### config.mk
export PLATFORM = sky130hd
export DESIGN_NAME = yx_soe_ctrl
export DESIGN_NICKNAME = d
export VERILOG_FILES = /design/src/rtl/yx_soe_ctrl.sv
export SDC_FILE = /design/constraint.sdc
export NUM_CORES = 1
export LEC_CHECK = 0
export BUFFER_PORTS_ARGS = -buffer_cell sky130_fd_sc_hd__buf_2
export CELL_PAD_IN_SITES_DETAIL_PLACEMENT = 2
export CELL_PAD_IN_SITES_GLOBAL_PLACEMENT = 2
export CORE_UTILIZATION = 25
export CTS_CLUSTER_SIZE = 12
export DETAILED_ROUTE_END_ITERATION = 16
export HOLD_SLACK_MARGIN = 0.12
export PLACE_DENSITY_LB_ADDON = 0.1
export SETUP_SLACK_MARGIN = 0.4
export SLEW_MARGIN = 20
export SYNTH_ARGS = -nofsm -noshare
export SYNTH_HDL_FRONTEND = slang
export SYNTH_SLANG_ARGS = --single-unit
### constraint.sdc
create_clock -name clk_in -period 2.6 [get_ports clk_in]
set_clock_uncertainty 0.15 [all_clocks]
set_input_delay 0.13 -clock clk_in [delete_from_list [all_inputs] [get_ports clk_in]]
set_output_delay 0.13 -clock clk_in [all_outputs]
set_load 0.1 [all_outputs]
### src/rtl/yx_soe_ctrl.sv
// Sequence-of-events capture for the debounced YX word: change records into a FIFO, read-pop handshake, level irq.
// Optional millisecond timestamp in each record when YX_SOE_TIMESTAMP_EN is defined.
module yx_soe_ctrl #(
    parameter int YX_WIDTH = 4,
    parameter int FIFO_AW  = 3,
    parameter int TICK_DIV = 1000,
    parameter int TS_WIDTH = 16,
`ifdef YX_SOE_TIMESTAMP_EN
    localparam int ENTRY_W = TS_WIDTH + 2*YX_WIDTH
`else
    localparam int ENTRY_W = 2*YX_WIDTH
`endif
) (
    input  logic                clk_in,
    input  logic                rst,
    input  logic [YX_WIDTH-1:0] yx_state,
    input  logic                rd_req,
    input  logic                clr_ovf,
    output logic [ENTRY_W-1:0]  rd_data,
    output logic                rd_valid,
    output logic [FIFO_AW:0]    fifo_cnt,
    output logic                ovf,
    output logic                irq_out
);

    // state   | meaning
    // ST_INIT | first cycle after reset, snapshot yx_state, no event
    // ST_RUN  | detect changes and capture records
    localparam logic [0:0] ST_INIT = 1'b0;
    localparam logic [0:0] ST_RUN  = 1'b1;

    localparam int DEPTH = 1 << FIFO_AW;
    localparam logic [FIFO_AW:0]   CNT_FULL = {1'b1, {FIFO_AW{1'b0}}};
    localparam logic [FIFO_AW:0]   CNT_ONE  = {{FIFO_AW{1'b0}}, 1'b1};
    localparam logic [FIFO_AW-1:0] PTR_ONE  = {{(FIFO_AW-1){1'b0}}, 1'b1};

    logic [0:0]          state_q, state_d;
    logic [YX_WIDTH-1:0] prev_q, prev_d;
    logic [FIFO_AW-1:0]  wr_ptr_q, wr_ptr_d;
    logic [FIFO_AW-1:0]  rd_ptr_q, rd_ptr_d;
    logic [FIFO_AW:0]    cnt_q, cnt_d;
    logic [ENTRY_W-1:0]  rd_data_q, rd_data_d;
    logic                rd_valid_q, rd_valid_d;
    logic                ovf_q, ovf_d;
    logic                irq_q, irq_d;
    logic [ENTRY_W-1:0]  mem_q [DEPTH];

    logic [YX_WIDTH-1:0] mask;
    logic [ENTRY_W-1:0]  wr_rec;
    logic                evt, pop, push, drop;

`ifdef YX_SOE_TIMESTAMP_EN
    localparam int PW = (TICK_DIV > 1) ? $clog2(TICK_DIV) : 1;
    localparam logic [PW-1:0]       PRESC_MAX = PW'(TICK_DIV - 1);
    localparam logic [PW-1:0]       PRESC_ONE = {{(PW-1){1'b0}}, 1'b1};
    localparam logic [TS_WIDTH-1:0] TS_ONE    = {{(TS_WIDTH-1){1'b0}}, 1'b1};

    logic [PW-1:0]       presc_q, presc_d;
    logic [TS_WIDTH-1:0] ts_q, ts_d;

    always_comb begin
        presc_d = presc_q + PRESC_ONE;
        ts_d    = ts_q;
        if (presc_q == PRESC_MAX) begin
            presc_d = '0;
            ts_d    = ts_q + TS_ONE;
        end
    end

    always_ff @(posedge clk_in) begin
        if (rst) begin
            presc_q <= '0;
            ts_q    <= '0;
        end else begin
            presc_q <= presc_d;
            ts_q    <= ts_d;
        end
    end

    assign wr_rec = {ts_q, mask, yx_state};
`else
    assign wr_rec = {mask, yx_state};
`endif

    assign mask = yx_state ^ prev_q;
    assign evt  = (state_q == ST_RUN) && (mask != '0);
    assign pop  = rd_req && (cnt_q != '0);
    // a pop in the same cycle frees the slot, so a full FIFO only drops without one
    assign push = evt && ((cnt_q != CNT_FULL) || pop);
    assign drop = evt && !push;

    always_comb begin
        state_d    = ST_RUN;
        prev_d     = prev_q;
        wr_ptr_d   = wr_ptr_q;
        rd_ptr_d   = rd_ptr_q;
        cnt_d      = cnt_q;
        rd_data_d  = rd_data_q;
        rd_valid_d = pop;
        ovf_d      = ovf_q;

        if (state_q == ST_INIT || evt)
            prev_d = yx_state;

        if (push)
            wr_ptr_d = wr_ptr_q + PTR_ONE;
        if (pop) begin
            rd_ptr_d  = rd_ptr_q + PTR_ONE;
            rd_data_d = mem_q[rd_ptr_q];
        end

        case ({push, pop})
            2'b10:   cnt_d = cnt_q + CNT_ONE;
            2'b01:   cnt_d = cnt_q - CNT_ONE;
            default: cnt_d = cnt_q;
        endcase

        if (clr_ovf)
            ovf_d = 1'b0;
        if (drop)
            ovf_d = 1'b1;

        irq_d = (cnt_d != '0);
    end

    always_ff @(posedge clk_in) begin
        if (rst) begin
            state_q    <= ST_INIT;
            prev_q     <= '0;
            wr_ptr_q   <= '0;
            rd_ptr_q   <= '0;
            cnt_q      <= '0;
            rd_data_q  <= '0;
            rd_valid_q <= 1'b0;
            ovf_q      <= 1'b0;
            irq_q      <= 1'b0;
        end else begin
            state_q    <= state_d;
            prev_q     <= prev_d;
            wr_ptr_q   <= wr_ptr_d;
            rd_ptr_q   <= rd_ptr_d;
            cnt_q      <= cnt_d;
            rd_data_q  <= rd_data_d;
            rd_valid_q <= rd_valid_d;
            ovf_q      <= ovf_d;
            irq_q      <= irq_d;
        end
    end

    always_ff @(posedge clk_in) begin
        if (push)
            mem_q[wr_ptr_q] <= wr_rec;
    end

    assign rd_data  = rd_data_q;
    assign rd_valid = rd_valid_q;
    assign fifo_cnt = cnt_q;
    assign ovf      = ovf_q;
    assign irq_out  = irq_q;

endmodule

==> summary by stage, run 1 <==
STA
The maximum frequency from static timing analysis is between 300 and 400 MHz. The worst setup slack after layout is -0.00430 ns. The smallest clock period supported by the final layout is computed as around 2.6 ns. Setup repair after global routing could not meet its margin everywhere.

The number of pins with negative max-slew slack in the final report is 0. The worst pin sits at a relative slew slack of between 50 and 60%. The final critical path takes up 100% of the cycle. The worst-margin pin slew is 0.713 ns. Hold timing on the final database bottoms out at a slack of roughly 0.13 ns. The number of failing hold endpoints at the final stage is 0.

Setup violations remaining at the end of the flow were counted as 1. The setup TNS is -0.00430 ns.

Routing
The first routing iteration left just under 100 violations. The sum of routed wire length over all layers is a little under 9 mm. Once detail routing completed, the nets flagged for antenna violations numbered 0. For this run, the detailed router's first-pass iteration total came to 4. In the routed layout, each cell is associated on average with a via count of 4.42. After detailed routing, the number of remaining DRC violations is 0. The routed length per instance is roughly 19 µm. Summing over every cut layer, the via total after detailed routing is a little over 2000.

Die
The vertical die dimension is ~120 µm. The floorplan has 43 rows. In this run the standard cell core region covers 13900 µm². The horizontal extent of the die is between 100 and 150 µm.

The I/O pin count is 23. The effective utilization at floorplan is 25.7%. The die outline area is 14800 µm².

Clocking
The clock tree buffer depth is 2. The master cell of the clock root buffer is sky130_fd_sc_hd__clkbuf_16. The clock-pin slew of the registers on the worst-case setup and hold paths is about 0.07 ns.

The clock tree from TritonCTS is done. Clock latency on the worst-skew pair, taken at its later pin, is between 0.3 and 0.4 ns. The number of sinks driven by the clock tree is 90. The H-tree depth is 3. TritonCTS created 9 clock buffers.

Logic synthesis
Synthesis instantiated 36 different standard cells from the library. The synthesized design contains 64 enable-type register cells. In this run the cell area of the synthesized design comes to ~3600 µm². The instance count of the mapped netlist is about 220.

Each instance of the synthesized netlist takes up on average between 15 and 20 µm². For this run, the number of Yosys warnings is 0. The most used flip-flop cell after synthesis is sky130_fd_sc_hd__edfxtp_1. When the netlist entered floorplanning its net count stood at 232.

The sequential cell area fraction in the yosys report is around two thirds. After synthesis the netlist holds a flip-flop and latch count of 90. The async set-or-reset flop fraction in the synthesized netlist is 0%.

Setup path
The count of cells along the worst register-to-register path is 11. The worst setup path is launched from a flop. Walking the worst path, the cells encountered are xor2_2, o41a_1, nand2_4, ha_4, xor2_2, ha_4, a21oi_2, buf_4, xor2_2, or3_1, a21oi_2. In this design, the largest share of critical-path delay is due to compound AO/OA/AOI/OAI gates.

The critical path depth is 11. The worst setup path is captured at a flop. The largest individual stage delay along the critical path comes from the cell sky130_fd_sc_hd__o41a_1. In this run the worst path has a maximum fanout of 2. The worst flop-to-flop path endpoint is fifo_cnt[2]$_SDFF_PP0_. The critical path is of the reg -> reg type.

Following the worst setup path forward leads to its endpoint at fifo_cnt[2]$_SDFF_PP0_. Tracing the worst setup path back leads to its startpoint at prev_q[3]$_SDFFE_PP0P_. The number of buffers and inverters on the critical path is 1.

The cell seen most often among critical-path stages is sky130_fd_sc_hd__xor2_2. On the worst path, the slowest cell contributes a delay of between 0.5 and 0.6 ns. Data arrives at the worst endpoint at approximately 2.7 ns. The setup check on the worst reg-to-reg path leaves a slack of -0.004 ns.

The startpoint identified for the worst register-to-register timing path is prev_q[3]$_SDFFE_PP0P_. STA puts the critical path data required time at about 2.7 ns.

Placement
In this run the tool buffered the top-level ports with 22 buffer cells. Prior to clock tree synthesis, the placed netlist has a worst setup slack of -0.142 ns. The number of placed instances, taps included, is about 440. The area after detailed placement is between 4000 and 5000 µm². The weighted congestion reported at the end of routability-driven placement is 0.642. Detailed placement finished with a half-perimeter wire length of 5.73 mm.

Finish
The utilization after layout is about a third. The finished cells cover ~4600 µm². In the final design database the tool counted ~290 nets. The final-layout fill cell count is 1419.

The area used by multi-input combinational logic is 1220 µm². The share of post-route cells with drive strength above 1 is between 40% and 50%. The repair_antennas step left the layout with diodes totalling 0. The area taken by flip-flops and latches is ~2500 µm².

Compared with the post-synthesis result, the final layout area differs by 28.7%. The finished layout holds 460 standard cells, fillers aside.

Global routing
Entering global routing, the biggest net connects 26 pins. The global routing usage summed across all routing layers is 13.6%. The first global-routing pass estimated around 14 mm of wire.

After global routing the overflow that remains totals 0. The via count of the first global-routing pass is between 2000 and 2500. The initial antenna violation count came to 0.

Pwr
In this run the power density over the cells is 1060 nW/µm². In this run switching power makes up a little under 40% of total power. In this run the power spent charging and discharging nets is about 1.9 mW. The share of power burned in combinational logic is about 37%.

The clock network fraction of total power is between 20% and 30%. The proportion of power drawn by flip-flops and latches is between 30 and 40%. In this run the static leakage power is roughly 1.6 nW. Internal power comes to between 2 and 3 mW. Power comes to between 4 and 5 mW. The maximum resistive drop on vdd is 0.000346 V.

Run status
The final reports fail on negative setup slack. The flow ran to the end, but the final reports show violations.

Worst hold path
The type of the most critical hold path is in -> reg.

Run
Across the run, the number of max-cap violations was 0.
==> layout make-up <==
cell class / instances / share of cell area, %
Clock buffer: 11 / 5.27
Clock inverter: 5 / 0.842
Inverter: 1 / 0.0815
Multi-Input combinational cell: 115 / 26.6
Sequential cell: 90 / 53.3
Tap cell: 180 / 4.89
Timing Repair Buffer: 58 / 9.02
==> Yosys cell counts, drive strengths merged (5+ instances only) <==
| master | n | area, µm² |
|---|---|---|
| a211oi | 8 | 60.1 |
| buf | 8 | 53.8 |
| clkbuf | 5 | 20.0 |
| dfxtp | 26 | 521 |
| edfxtp | 64 | 1920 |
| ha | 5 | 62.6 |
| mux2i | 11 | 110 |
| mux4 | 16 | 360 |
| nand2b | 5 | 31.3 |
| nor2 | 21 | 78.8 |
| nor3 | 5 | 25.0 |
| xor2 | 11 | 96.3 |
==> cells by family (layout without fill, tap and decap cells) <==
group / Yosys count / in the layout / synth area share (%)
buf+inv: 14 / 75 / 2.17
simple gates: 49 / 49 / 7.09
compound gates: 20 / 20 / 4.23
fa+ha+maj: 5 / 5 / 1.75
mux: 27 / 27 / 13.1
xor+xnor: 14 / 14 / 3.42
flops: 90 / 90 / 68.2
==> worst register-to-register path: cells and delay by family, from the launching register on <==
family          cells  cell delay, ns
xor+xnor            3            0.44
simple gates        2            0.50
flops               1            0.33
buf+inv             1            0.14
fa+ha+maj           2            0.30
compound gates      3            0.68
==> routing by layer <==
metal  track usage (%)  wire [µm]
met5                 0          0
met4              6.71        171
met3              3.23        262
met1              18.0       4200
met2              20.8       4210
==> layout by cell type, fill, tap and decap left out, drive strengths merged, types with 2 or more instances in the layout <==
master,count
inv,2
nand2,4
a31oi,2
mux4,16
o41a,2
dfxtp,26
nand3b,2
buf,53
nand3,2
and2,2
clkbuf,11
nor2b,4
clkinv,3
xnor2,3
ha,5
mux2i,11
a21oi,4
nand2b,5
xor2,11
edfxtp,64
nor3,5
nor2,21
dlygate4sd3,5
a211oi,8
==> state kept, by name (all words and copies together) (netlist names) <==
| signal | cells |
|---|---|
| mem_q | 64 |
| rd_data | 8 |
| fifo_cnt | 4 |
| prev_q | 4 |
| rd_ptr_q | 3 |
| wr_ptr_q | 3 |
| irq_out | 1 |
| ovf | 1 |
| rd_valid | 1 |
| state_q | 1 |
==> how the worst min path moves through the flow <==
stage / startpoint / endpoint / slack, ns / cells after the start
after global placement: clr_ovf / ovf$_SDFFE_PP0P_ / 0.26 / 3
final: rst / state_q$_DFF_P_ / 0.13 / 2
after global routing: yx_state[0] / mem_q[4][4]$_DFFE_PP_ / 0.16 / 3
after CTS: yx_state[0] / mem_q[5][4]$_DFFE_PP_ / 0.12 / 3
after detailed placement: clr_ovf / ovf$_SDFFE_PP0P_ / 0.27 / 3
after floorplan: rst / state_q$_DFF_P_ / 0.05 / 1
==> power groups by stage <==
stage / clock network, mW / logic (mW) / registers (mW)
global placement: 0 / 1.71 / 1.84
detailed placement: 0 / 1.72 / 1.84
CTS: 1.31 / 1.76 / 1.81
finish: 1.26 / 1.80 / 1.81
floorplan: 0 / 0.771 / 2.42
global route: 1.35 / 1.93 / 1.84
==> timing repair <==
action,4_1_cts,5_1_grt
pin swaps,7,9
endpoints found under the hold margin,37,0
setup endpoints to repair,36,44
gates resized for setup,14,14
hold buffers,5,0
buffers inserted,1,1
(Power assumes the default switching activity.)
==> run 2, diff against run 1 <==
- ABC_AREA: default -> 1
- RECOVER_POWER: default -> 50
==> run 2 against run 1 <==
Compared with the run above:
- the run now ends clean
- setup slack better by 0.36 ns
- die area is 5.0% higher
- area after synthesis increased by 5.1%
- sequential share of layout area decreased by 1.5 points
- wire length rose by 29%
- synthesized cell count rose by 68%
- critical endpoint is now irq_out$_SDFF_PP0_
- critical path depth up 5
- clock power is 6% higher
- utilization fell by 0.58 points
==> summary by stage, run 2 <==
Run status
The run finished with clean final reports.

Logic synthesis
The top cell type by area accounts for around half of the synthesized area. Counting instances in the post-synthesis netlist gives the leading cell types as sky130_fd_sc_hd__nand2_1 (72), sky130_fd_sc_hd__nor2_1 (70), sky130_fd_sc_hd__edfxtp_1 (64). By area the synthesized netlist is led by sky130_fd_sc_hd__edfxtp_1 (51%), sky130_fd_sc_hd__dfxtp_1 (14%), sky130_fd_sc_hd__nand2_1 (7.2%).

The number of enable-type register cells in the synthesized netlist is between 60 and 70. The cell with the most instances after synthesis is sky130_fd_sc_hd__nand2_1. When the netlist entered floorplanning its net count stood at between 300 and 400. The distinct cell type count after synthesis is 29. Sequential cells were found to cover about two thirds of the synthesized design area. The instance count of the mapped netlist is around 370. The async set-or-reset flop fraction in the synthesized netlist is 0%. In this run, synthesis produced a sequential element count of 90.

The most used flip-flop cell after synthesis is sky130_fd_sc_hd__edfxtp_1. The yosys synthesis warning count is 0. A synthesized cell averages 10.2 µm².

sky130_fd_sc_hd__edfxtp_1 takes more of the synthesized area than any other cell. The synthesized netlist occupies a cell area of between 3000 and 4000 µm².

Clocking
TritonCTS built the clock tree. In this run the clock root is driven by a sky130_fd_sc_hd__clkbuf_16. The later-pin clock latency in the skew report is ~0.36 ns.

The clock-pin slew of the registers on the worst-case setup and hold paths is 0.06 ns. Counting along the longest clock path gives a buffer depth of 2. Counting every sink on the clock net gives 90. The number of CTS-inserted buffers is 9. In this run the number of H-tree levels came out at 3.

STA
The worst setup slack after layout is between 0.3 and 0.4 ns. In the finished design, the share of the clock period the worst path needs comes to between 80% and 90%. Setup repair after global routing could not meet its margin everywhere. The number of setup violations in the final report is 0. Based on the critical path, the design can be clocked at up to 445 MHz.

The final critical-path required period is 2.25 ns. The setup TNS is 0 ns. The number of failing hold endpoints at the final stage came to 0. The relative slew slack is 19.9%. The number of pins with negative max-slew slack in the final report is 0. The worst-margin pin slew is 1.21 ns.

Global routing
Entering global routing, the biggest net connects 33 pins. The residual overflow from global routing is 0. The initial antenna violation count is 0. The global routing usage summed across all routing layers is roughly 16%. The global-route wire length before repair is approximately 18 mm.

The via count of the first global-routing pass is approximately 3200.

Routing
Using the TritonRoute via totals, the vias-per-cell ratio works out to 4.52. The first detailed-routing pass ran for 4 iterations. The initial detailed-routing violation count is ~110. For this run, design rule violations remaining after detail routing come to 0. Dividing the detail-routed wire length by the instance count gives about 18 µm. For this block, the routed nets add up to ~11 mm of wire.

The number of nets still failing antenna checks after routing is 0. The overall via count from detail_route is about 2800.

Worst hold path
The type of the most critical hold path is in -> reg. The count of cells along the worst hold path is 5.

Placement
The congestion estimate from routability-driven global placement came to between 0.6 and 0.7. The half-perimeter wire length after detailed placement is 7.22 mm. The count of input and output buffers is 22. OpenSTA, run right after detailed placement, puts the worst setup slack at about 0.22 ns.

Finish
The area used by multi-input combinational logic is 1190 µm². In the layout the commonest cells are sky130_fd_sc_hd__nand2_1 (69), sky130_fd_sc_hd__nor2_1 (67), sky130_fd_sc_hd__edfxtp_1 (64). The filler cells instantiated in the layout total approximately 1600.

The synthesis-to-layout area growth is 25.9%. The net count of the finished layout is approximately 450. The area taken by flip-flops and latches is around 2500 µm². The share of post-route cells with drive strength above 1 is between 15 and 20%. Ranked by flip-flop count, first place goes to mem_q. The commonest non-fill, non-tap cell in the layout is sky130_fd_sc_hd__nand2_1.

The number of flip-flops under the largest register name is 64. The antenna diode count is 0.

Setup path
For the worst setup path, the data arrival time is around 2.3 ns. The critical path crosses 16 cells after its start point. The buffers plus inverters on the worst setup path is 2. Counting cells, the worst reg-to-reg path comes to 16.

The endpoint type of the worst setup path is a flop. The path type of the worst setup path is reg -> reg. The slowest stage of the critical path is the sky130_fd_sc_hd__dfxtp_1 cell. The nature of the critical path startpoint is a flop. The cell seen most often among critical-path stages is sky130_fd_sc_hd__nand2_2. Walking the worst path, the cells encountered are clkinv_1, nand2_2, nand2_1, nor2_4, nand2_2, nand3_4, ha_4, nand2_2, inv_2, nor2_4, ha_4, or2_1, o21ai_2, a21oi_2, nor2_1, nand2_1. Of all nets on the critical path, the largest fanout is 4. The longest individual stage delay on the worst path is 0.34 ns. The required time of the critical path is 2.70 ns. Grouping stages by cell kind, the critical path spends the most delay in simple AND/OR/NAND/NOR gates.

Pwr
In this run the power density over the cells is approximately 1100 nW/µm². Across the VDD grid, the largest voltage drop is approximately 0.00049 V. The analysis attributes to cell leakage a power of around 1.8 nW.

Die
In this run the standard cell core region covers between 10000 and 15000 µm². The I/O pin count is 23. The die outline area is about 16000 µm². The number of standard-cell rows in the floorplan is 44.

The effective utilization at floorplan is between 20 and 30%. The floorplan step set the die width to roughly 120 µm. The die is approximately 120 µm tall.

Run
The max capacitance violation total is 0.
-- run 2: routing by layer --
metal	part of all wire, %	routed length [µm]	track usage, %	up-vias
li1	-	-	-	1367
met1	44	5020	19.2	1405
met2	52	5890	27.5	31
met3	1.9	221	2.23	18
met4	2.3	267	7.44	0
met5	0	0	0	-
-- run 2: layout make-up --
cell class,instances,area share (%)
Timing Repair Buffer,70,9.69
Multi-Input combinational cell,237,25.1
Tap cell,184,4.86
Sequential cell,90,51.9
Inverter,27,2.24
Clock buffer,10,4.83
Clock inverter,6,1.40
-- run 2: per-stage QoR --
stage / power, mW / utilization, % / hold slack [ns] / cell area [µm²] / cells
floorplan: 3.22 / - / 0.0789 / 3790 / 369
global placement: 3.63 / 28.7 / 0.235 / 4180 / 581
detailed placement: 3.65 / 28.7 / 0.253 / 4180 / 581
CTS: 5.06 / 31.9 / 0.159 / 4660 / 612
global route: 5.41 / 32.5 / 0.236 / 4740 / 624
finish: 5.11 / 32.5 / 0.213 / 4740 / 624
-- run 2: worst min-delay path, stage by stage --
cell and delay (ns):
sky130_fd_sc_hd__buf_2 0.08, sky130_fd_sc_hd__inv_1 0.09, sky130_fd_sc_hd__nand4_4 0.15, sky130_fd_sc_hd__nand3b_1 0.14, sky130_fd_sc_hd__a21oi_1 0.07
-- run 2: timing repair --
action | CTS | global route
resized for setup | 10 | 15
setup endpoints to repair | 3 | 1
buffers inserted | 2 | 12
pin swaps | 3 | 16
endpoints found under the hold margin | 45 | 0
hold buffers | 13 | 0
-- run 2: final timing paths --
path / start / end / slack [ns]
worst min register to register: rd_data[6]$_SDFFE_PP0P_ / rd_data[6]$_SDFFE_PP0P_ / 0.31
worst max register to register: prev_q[0]$_SDFFE_PP0P_ / irq_out$_SDFF_PP0_ / 0.35
worst min-delay path: rd_req / ovf$_SDFFE_PP0P_ / 0.21
worst max-delay path: prev_q[0]$_SDFFE_PP0P_ / irq_out$_SDFF_PP0_ / 0.35
-- run 2: cells by family after synthesis --
group	after synthesis	share of synthesized area, %
AOI/OAI and AO/OA	48	6.82
DFF	90	64.9
xor gates and xnor gates	3	0.698
buffers and inverters	42	5.62
adders and majority gates	5	1.66
and+or+nand+nor	181	20.3
-- run 2: report_power, final --
group	switching (mW)	leakage [nW]	internal, mW	total, mW
combinational	1.43	0.846	0.535	1.96
sequential	0.104	0.799	1.70	1.80
clock	0.590	0.140	0.749	1.34
==> run 3, diff against run 2 <==
- ABC_AREA: 1 -> default
- HOLD_SLACK_MARGIN: 0.12 -> default
==> run 3 against run 2 <==
Compared with the run above:
- the run now ends with negative setup slack left
- critical path depth shrank 5
- design area shrank 3.3%
- worst hold slack worse by 0.17 ns
- setup slack got worse by 0.36 ns
- combinational power is 8% lower
- critical path type unchanged
- die area decreased by 4.7%
- clock power decreased by 6%
- utilization grew 0.40 points
- global-route usage shrank 2.2 points
- total power shrank 4.6%
==> summary by stage, run 3 (synthesized netlist as in run 1, its figures left out) <==
Finish
The top cell types in the final layout, fill and taps aside, are sky130_fd_sc_hd__edfxtp_1 (64), sky130_fd_sc_hd__buf_4 (22), sky130_fd_sc_hd__buf_2 (19), sky130_fd_sc_hd__dfxtp_1 (19), sky130_fd_sc_hd__nor2_1 (18). Of the cells placed in the final design, the portion with a size suffix greater than 1 is between 30% and 40%. The layout has about 1400 filler cells.

The commonest non-fill, non-tap cell in the layout is sky130_fd_sc_hd__edfxtp_1. The antenna diode count is 0. The register with the most flip-flops in the layout has 64 of them. Ranked by flip-flop count, first place goes to mem_q. The net count of the finished layout is ~290. The synthesis-to-layout area growth is 28.0%.

Pwr
IR analysis of the VDD net gives a maximum drop of between 0.0003 and 0.0004 V. The leakage power is about 1.5 nW. The total power of the final layout is slightly below 5 mW. For this design the ratio of total power to cell area is about 1100 nW/µm².

Placement
After legalization and detailed placement, the total HPWL measured approximately 5.7 mm. The weighted congestion reported at the end of routability-driven placement is ~0.64. The count of input and output buffers is 22.

Routing
The post-detailed-route via-to-cell ratio is 4.42. In the final routed layout, each cell accounts on average for ~19 µm. The number of optimization iterations in the first detailed-route pass is 4. The initial detailed-routing violation count is roughly 120. Summing over every cut layer, the via total after detailed routing is about 2000. For this run, design rule violations remaining after detail routing come to 0.

The final layout contains routed wiring with a total length of ~8.8 mm. The number of nets still failing antenna checks after routing is 0.

Clocking
The clock passes through at most 2 buffers. Buffers inserted during clock tree synthesis total 9. The clock-pin slew of the registers on the worst-case setup and hold paths is about 0.07 ns. Clock latency on the worst-skew pair, taken at its later pin, is roughly 0.35 ns. CTS placed an instance of sky130_fd_sc_hd__clkbuf_16 at the clock tree root. The number of sinks driven by the clock tree is 90. The clock tree synthesis step divided the H-tree into 3 levels. The clock tree from TritonCTS is done.

STA
Headroom to the max-slew limit came out at 53.0%. In the finished design, the share of the clock period the worst path needs comes to 100%. The setup TNS is -0.00947 ns. In the post-route analysis, the smallest setup slack over all paths is -0.00947 ns. The maximum frequency from static timing analysis is 383 MHz. Setup violations remaining at the end of the flow were counted as 1. The number of failing hold endpoints at the final stage is 0. The number of pins with negative max-slew slack in the final report was 0. Setup repair after global routing could not meet its margin everywhere. The worst path in the final design needs a cycle of around 2.6 ns, including I/O delays and setup. The worst-margin pin slew is 0.704 ns.

Die
The die is approximately 120 µm wide. For this configuration, the core starts out at a cell density of approximately 26%. The die outline area is ~15000 µm². The number of standard-cell rows in the floorplan is 43. The I/O pin count is 23. In this run the vertical extent of the chip is about 120 µm. The core region is 13900 µm².

Setup path
The cell with the largest stage delay on the worst path is sky130_fd_sc_hd__o41a_1. The worst setup path is of the reg -> reg kind. The signal on the critical path passes through xor2_2, o41a_1, nand2_4, ha_4, xor2_2, ha_4, a21oi_2, buf_4, xor2_2, or3_1, a21oi_2.

The longest individual stage delay on the worst path is 0.51 ns. In this run the worst path has a maximum fanout of 2. Among the stages of the critical path, the cell type that occurs most often is sky130_fd_sc_hd__xor2_2.

The endpoint type of the worst setup path is a flop. Data arrives at the worst endpoint at ~2.7 ns. The nature of the critical path startpoint is a flop. The required time of the critical path is 2.73 ns. The worst register-to-register path has a depth of 11.

Global routing
The first global-routing pass estimated roughly 14 mm of wire. The global routing usage summed across all routing layers is a little over an eighth. Entering global routing, the biggest net connects 26 pins. The initial antenna violation count is 0.

After global routing the overflow that remains totals 0. The via count of the first global-routing pass was between 2000 and 2500.

Worst hold path
The worst hold path belongs to the class in -> reg. The worst hold path passes through 2 cells.

Run status
The flow ran to the end, but the final reports show violations. The checks that failed: negative setup slack.

Run
The tool flagged a number of max-cap violations equal to 0.
-- run 3: cell types whose count changed in the layout (fill, tap and decap cells not counted), sizes merged, moves of 20 or more --
cell	delta
inv	-26
clkbuf	-20
o21ai	-28
nor2	-51
nand2	-69
nand3	-26
-- run 3: metrics by stage --
stage                     utilization, %  cells  worst slack (ns)  hold slack [ns]  instance area (µm²)
after CTS                           32.4    458           -0.0325           0.0113                 4510
after detailed placement            29.5    437            -0.142            0.270                 4120
final                               32.9    459          -0.00947           0.0450                 4580
after floorplan                        -    219            -0.226           0.0480                 3660
after global routing                32.9    459            -0.111           0.0530                 4580
after global placement              29.5    437            -0.112            0.262                 4120
-- run 3: routing by layer --
layer | track usage [%] | routed length (µm) | vias up
met5 | 0 | 0 | -
met4 | 6.71 | 162 | 0
met3 | 3.37 | 320 | 10
met2 | 20.6 | 4170 | 36
met1 | 18.0 | 4160 | 1037
li1 | - | - | 945
-- run 3: what timing repair did --
| action | in CTS | in global routing |
|---|---|---|
| pin swaps | 7 | 8 |
| hold endpoints to repair | 18 | 0 |
| hold buffers | 4 | 0 |
| gates resized for setup | 14 | 14 |
| buffers inserted | 1 | 1 |
| setup endpoints to repair | 36 | 44 |
-- run 3: path summary, 6_finish.rpt --
kind | startpoint | end | slack (ns)
worst max-delay path | prev_q[3]$_SDFFE_PP0P_ | fifo_cnt[2]$_SDFF_PP0_ | -0.009
worst max register to register | prev_q[3]$_SDFFE_PP0P_ | fifo_cnt[2]$_SDFF_PP0_ | -0.009
worst min-delay path | yx_state[3] | mem_q[6][3]$_DFFE_PP_ | 0.04
worst min register to register | ovf$_SDFFE_PP0P_ | ovf$_SDFFE_PP0P_ | 0.34
-- run 3: layout make-up --
class | count | area [µm²] | area share [%]
Timing Repair Buffer | 57 | 390 | 8.52
Tap cell | 180 | 225 | 4.92
Clock inverter | 5 | 38.8 | 0.847
Clock buffer | 11 | 243 | 5.30
Multi-Input combinational cell | 115 | 1220 | 26.7
Inverter | 1 | 3.75 | 0.0819
Sequential cell | 90 | 2460 | 53.6
-- run 3: report_power, final --
| group | switching [mW] | leakage [nW] | internal [mW] |
|---|---|---|---|
| clock | 0.581 | 0.136 | 0.680 |
| sequential | 0.111 | 0.798 | 1.70 |
| combinational | 1.19 | 0.613 | 0.610 |
| total | 1.88 | 1.55 | 2.99 |
-- run 3: critical path: cells and delay by family (launching register included) --
family,cells,cell delay (ns)
AOI/OAI and AO/OA,3,0.68
xor gates and xnor gates,3,0.44
adders and majority gates,2,0.30
buffers and inverters,1,0.14
DFF,1,0.33
and+or+nand+nor,2,0.49
